[src/rtl/wb_pkg.sv]
// Shared constants for the uv-risc writeback scheduler: requester indices,
// special register numbers, datapath widths and the round-robin step helper.
package wb_pkg;

  localparam int NREQ = 3;
  localparam int DW   = 16;
  localparam int RW   = 3;
  localparam int FW   = 4;
  localparam int NREG = 1 << RW;

  localparam logic [1:0] REQ_ALU  = 2'd0;
  localparam logic [1:0] REQ_LOAD = 2'd1;
  localparam logic [1:0] REQ_MUL  = 2'd2;

  localparam logic [RW-1:0] R0  = 3'd0;
  localparam logic [RW-1:0] RHI = 3'd1;

  // Requester index 'off' positions after 'p', wrapping modulo NREQ.
  function automatic logic [1:0] rr_next(input logic [1:0] p, input int off);
    int s;
    s = (int'(p) + off) % NREQ;
    return 2'(s);
  endfunction

endpackage

[src/rtl/rr_arb3.sv]
// Three-way round-robin arbiter. The search starts just after the last
// winner held in 'ptr'; the pointer register itself lives in the caller.
module rr_arb3
  import wb_pkg::*;
(
  input  logic [2:0] valid,
  input  logic [1:0] ptr,
  output logic [2:0] grant,
  output logic [1:0] idx,
  output logic       any
);

  // First valid requester after the pointer wins; grant is one-hot or zero.
  always_comb begin
    // NOTE: every output gets a default first so no path leaves it unassigned,
    // which would otherwise infer a latch.
    grant = '0;
    idx   = REQ_ALU;
    any   = 1'b0;
    for (int k = 1; k <= NREQ; k++) begin
      if (!any && valid[rr_next(ptr, k)]) begin
        idx = rr_next(ptr, k);
        any = 1'b1;
      end
    end
    if (any) grant = 3'b001 << idx;
  end

endmodule

[src/rtl/wb_arbiter.sv]
// Writeback scheduler: shares the regfile write, hi and flags ports among the
// ALU, LOAD and MUL result producers and tracks pending writes per register.
module wb_arbiter
  import wb_pkg::*;
(
  input  logic                 clk,
  input  logic                 reset,
  input  logic [NREQ-1:0]      req_valid,
  output logic [NREQ-1:0]      req_ready,
  input  logic [NREQ*RW-1:0]   req_dest,
  input  logic [NREQ*DW-1:0]   req_data,
  input  logic [NREQ-1:0]      req_flags_upd,
  input  logic [NREQ*FW-1:0]   req_flags,
  input  logic [DW-1:0]        mul_hi,
  input  logic                 alloc_we,
  input  logic [RW-1:0]        alloc_sel,
  output logic [NREG-1:0]      busy,
  output logic                 reg_we,
  output logic [RW-1:0]        wr_sel,
  output logic [DW-1:0]        data_in,
  output logic                 hi_we,
  output logic [DW-1:0]        hi_in,
  output logic                 flags_we,
  output logic [FW-1:0]        flags_in
);

  logic [1:0]      rr_ptr;
  logic [2:0]      grant;
  logic [1:0]      gnt_idx;
  logic            gnt_any;
  logic            xfer;
  logic            is_mul;
  logic [RW-1:0]   sel_dest;
  logic [DW-1:0]   sel_data;
  logic            sel_upd;
  logic [FW-1:0]   sel_flags;
  logic [NREG-1:0] busy_next;

  rr_arb3 u_arb (
    .valid (req_valid),
    .ptr   (rr_ptr),
    .grant (grant),
    .idx   (gnt_idx),
    .any   (gnt_any)
  );

  // Grant is computed from valid only; ready is masked while reset is held.
  assign req_ready = reset ? grant : '0;
  assign xfer      = gnt_any && reset;
  assign is_mul    = (gnt_idx == REQ_MUL);

  // Route the winning requester's payload to the write path.
  always_comb begin
    sel_dest  = req_dest[0*RW +: RW];
    sel_data  = req_data[0*DW +: DW];
    sel_upd   = req_flags_upd[0];
    sel_flags = req_flags[0*FW +: FW];
    case (gnt_idx)
      REQ_LOAD: begin
        sel_dest  = req_dest[1*RW +: RW];
        sel_data  = req_data[1*DW +: DW];
        sel_upd   = req_flags_upd[1];
        sel_flags = req_flags[1*FW +: FW];
      end
      REQ_MUL: begin
        sel_dest  = req_dest[2*RW +: RW];
        sel_data  = req_data[2*DW +: DW];
        sel_upd   = req_flags_upd[2];
        sel_flags = req_flags[2*FW +: FW];
      end
      default: ;
    endcase
  end

  // Scoreboard next state: clear on writeback, set on issue; set wins, R0 never pends.
  always_comb begin
    busy_next = busy;
    if (xfer) begin
      busy_next[sel_dest] = 1'b0;
      if (is_mul) busy_next[RHI] = 1'b0;
    end
    if (alloc_we) busy_next[alloc_sel] = 1'b1;
    busy_next[R0] = 1'b0;
  end

  // Register the regfile write ports, scoreboard and round-robin pointer.
  always_ff @(posedge clk) begin
    // NOTE: state registers use non-blocking assignments so every flop samples
    // pre-edge values regardless of statement order.
    if (!reset) begin
      reg_we   <= 1'b0;
      hi_we    <= 1'b0;
      flags_we <= 1'b0;
      wr_sel   <= '0;
      data_in  <= '0;
      hi_in    <= '0;
      flags_in <= '0;
      busy     <= '0;
      rr_ptr   <= REQ_MUL;
    end else begin
      busy     <= busy_next;
      reg_we   <= 1'b0;
      hi_we    <= 1'b0;
      flags_we <= 1'b0;
      if (xfer) begin
        rr_ptr   <= gnt_idx;
        wr_sel   <= sel_dest;
        data_in  <= sel_data;
        hi_in    <= mul_hi;
        flags_in <= sel_flags;
        reg_we   <= (sel_dest != R0) && !(is_mul && sel_dest == RHI);
        hi_we    <= is_mul;
        flags_we <= sel_upd;
      end
    end
  end

endmodule

[config.mk]
export PLATFORM = sky130hd
export DESIGN_NAME = wb_arbiter
export DESIGN_NICKNAME = d
export VERILOG_FILES = /design/src/rtl/wb_pkg.sv /design/src/rtl/rr_arb3.sv /design/src/rtl/wb_arbiter.sv
export SDC_FILE = /design/constraint.sdc
export NUM_CORES = 1
export LEC_CHECK = 0
export CAP_MARGIN = 20
export CORE_MARGIN = 3
export CORE_UTILIZATION = 39
export CTS_CLUSTER_DIAMETER = 150
export DETAILED_ROUTE_END_ITERATION = 10
export GPL_TIMING_DRIVEN = 0
export PLACE_DENSITY = 0.92
export SLEW_MARGIN = 20
export SYNTH_ARGS = -nofsm -noshare
export SYNTH_HDL_FRONTEND = slang
export SYNTH_HIERARCHICAL = 1
export SYNTH_SLANG_ARGS = --single-unit
[constraint.sdc]
create_clock -name clk -period 3.2 [get_ports clk]
set_clock_uncertainty 0.05 [all_clocks]
set_input_delay 0.64 -clock clk [delete_from_list [all_inputs] [get_ports clk]]
set_output_delay 0.64 -clock clk [all_outputs]
set_load 0.02 [all_outputs]
==> impl_results.md <==
* Final period util at 0.970
* CORE AREA at 6570 um^2
* Hold Violations, Final at 0
* Routability cong. at 0.811
* # setup viols final at 0
* Area delta synth->final at 63.4%
* Design Power at 2890 uW
* DR pass1 iterations at 4
* Antenna diodes at 0
* Critical path class: primary input to primary output
* Number of I/O pins at 150
* Synth Register Bits at 51
* LEAKAGE at 0.00185 uW
* Slew HR at 0.647
* Syn_nets at 418
* Worst Slack Setup Final at 95.6 ps
* Initial core utilization at 0.415
* Via/cell ratio at 5.43
* Combinational fraction of design power at 0.567
* Via count at 3,076
* Post-placement setup slack at -371 ps
* Layout cells sized above 1 at 0.0719
* Mean Syn Cell Area at 8.62 um^2
* Critical Path End Type: primary output
* Ys Warns at 6
* Maximum clock path buffer count at 2
* Placement Cell Area at 4310 um^2
* Sw Share at 0.404
* Post-route ant nets at 0
* Die height at 89.6 um
* Slew Limit Fails at 0
* DR iter-0 viols at 130
* Synth cell types at 39
* Global-route wire length before repair at 14,000 um
* Largest net degree at the start of global routing at 18
* Design area at 4450 um^2
* Remaining DRCs at 0
* Antenna violations before repair at 0
* CTS tree: built
* PwrDens at 649 nW/um^2
* Overall Global Routing Usage at 0.224
* Max Freq at 0.322 GHz
* Power share of the sequential group at 0.297
* Cell area after synthesis at 2720 um^2
* Required time of the worst setup path at 2510 ps
* Site row count at 29
* Hold/Removal Path Class: flop to flop
* Synthesized instance count at 316
* Worst setup SP type: primary input
* Clk root buf: clkbuf_8
* Worst VDD drop at 0.000316 V
* Outcome: completed
* Hold buffer count at CTS at 0
* Die area at 8020 um^2
* DR WL/cell at 16.7 um
* Final worst path period need at 3100 ps
* Post-Route WL at 9430 um
* Net Switching at 1170 uW
* Max_cap viols at 0
* Max FO, Critical Path at 4
* Pint at 1720 uW
* Nets at 574
* PortBufs at 147
* Detailed placement HPWL at 7270 um
* H-tree levels at 2
* Finished Core Util at 0.677
* Width of the die at 89.6 um
* Crit path DAT at 2410 ps
* Reg clk slew, reported paths at 90 ps
* CTS sink cnt at 51
* Clock Latency Late Sink at 310 ps
* Number of global-route vias before repair at 3,063
* Sequential area share after synthesis at 0.375
* Worst slew pin tran at 529 ps
* Clock share of power at 0.135
* GR Overflow Total at 0
* Num CTS Buffers at 5
## through the flow
step	setup TNS [ps]	instances	hold slack, ps
after global placement	-5770	556	407
after CTS	0	564	428
final	0	566	426
after floorplan	0	316	418
after global routing	-24.5	566	447
after detailed placement	-8520	556	412
## power groups by stage
stage	Clock, uW	Combinational [uW]	Sequential [uW]
2_1_floorplan	0	798	1040
3_3_place_gp	0	1560	862
3_5_place_dp	0	1580	871
4_1_cts	398	1590	858
5_1_grt	424	1770	875
6_report	391	1640	858
## final timing paths
| check | startpoint | end | slack, ps | cells after the start |
|---|---|---|---|---|
| max | req_valid[1] | req_ready[0] | 100 | 7 |
| min | data_in[14] | data_in[14] | 430 | 2 |
| max reg2reg | rr_ptr[0] | busy[7] | 220 | 12 |
| min reg2reg | data_in[14] | data_in[14] | 430 | 2 |
## cell usage after synthesis
cell type  count  area [um^2]
nand2_1        5         18.8
clkbuf_1      11         41.3
nor2_1        21         78.8
a211o_1        1         8.76
a31oi_1        6         37.5
mux2i_1       19          190
nor3_1         4         20.0
a221oi_1       1         8.76
nor4bb_1       3         30.0
conb_1         1         3.75
a32oi_1        1         8.76
o211a_1        2         20.0
clkbuf_2       1         5.00
nand4_1        1         6.26
nand3_1       24          120
a21oi_1       35          175
and3b_4        1         12.5
a22oi_1        1         7.51
a2bb2oi_1      1         8.76
buf_6          1         11.3
dfxtp_1       51         1020
o221ai_1       2         17.5
or3_1          1         6.26
ha_1           5         62.6
nor4b_1        1         8.76
and2_2         1         7.51
and2_1         4         25.0
a221oi_2       1         15.0
o21ai_0        9         45.0
buf_4          4         30.0
nor2b_1        3         18.8
inv_1         10         37.5
a221o_1       23          230
nand2b_1      46          288
and4b_1        3         30.0
a211oi_1       1         7.51
buf_2          9         45.0
and4_1         1         8.76
o21ai_1        1         5.00
## critical path: stages
cell and delay (ps):
clkdlybuf4s50_1 550, nor2b_1 210, o21ai_1 110, a32oi_1 190
nor2_1 50, and2_1 150, clkdlybuf4s50_1 530
## state kept, by name (all words and copies together), names as in the netlist
signal,flops
wr_sel,3
hi_we,1
busy,7
flags_in,4
reg_we,1
flags_we,1
data_in,16
rr_ptr,2
hi_in,16
## layout make-up
cell class / instances / area [um^2]
clock inverters: 3 / 23.8
clock buffers: 5 / 68.8
multi-input cells: 229 / 1560
fillers: 548 / 2120
well taps: 93 / 116
repair buffers: 149 / 1490
plain buffers: 26 / 134
inverters: 10 / 37.5
flip-flops and latches: 51 / 1020
## layer usage
layer	global-route usage	share of wire
met2	0.402	0.49
met5	0	0
met3	0.0581	0.086
met1	0.258	0.41
met4	0.0663	0.014
## logic make-up after synthesis
group	count (synthesis)	synth area share
other cells	1	0.00138
buf+inv	36	0.0625
compound gates	85	0.219
simple gates	119	0.250
flops	51	0.375
mux	19	0.0699
fa+ha+maj	5	0.0230
## cell usage in the layout (no fill, tap or decap), types with 3 or more instances in the layout
master,netlist,layout
ha_1,5,3
nand2b_1,46,46
clkdlybuf4s50_1,0,145
nand2_1,5,5
mux2i_1,19,19
dfxtp_1,51,51
buf_2,9,9
nand3_1,24,24
nor4bb_1,3,3
o21ai_1,1,3
o21ai_0,9,7
and2_1,4,4
inv_1,10,10
buf_4,4,6
clkbuf_1,11,10
nor2b_1,3,3
nor2_1,21,21
a221o_1,23,23
a31oi_1,6,6
a21oi_1,35,33
clkbuf_8,0,5
nor3_1,4,4
and4b_1,3,3
## repair_timing
item	in CTS	in global routing
setup endpoints to repair	11	33
resized for setup	2	8
buffers inserted	0	2
pin swaps	0	3
Power figures use the tool's default switching activity.
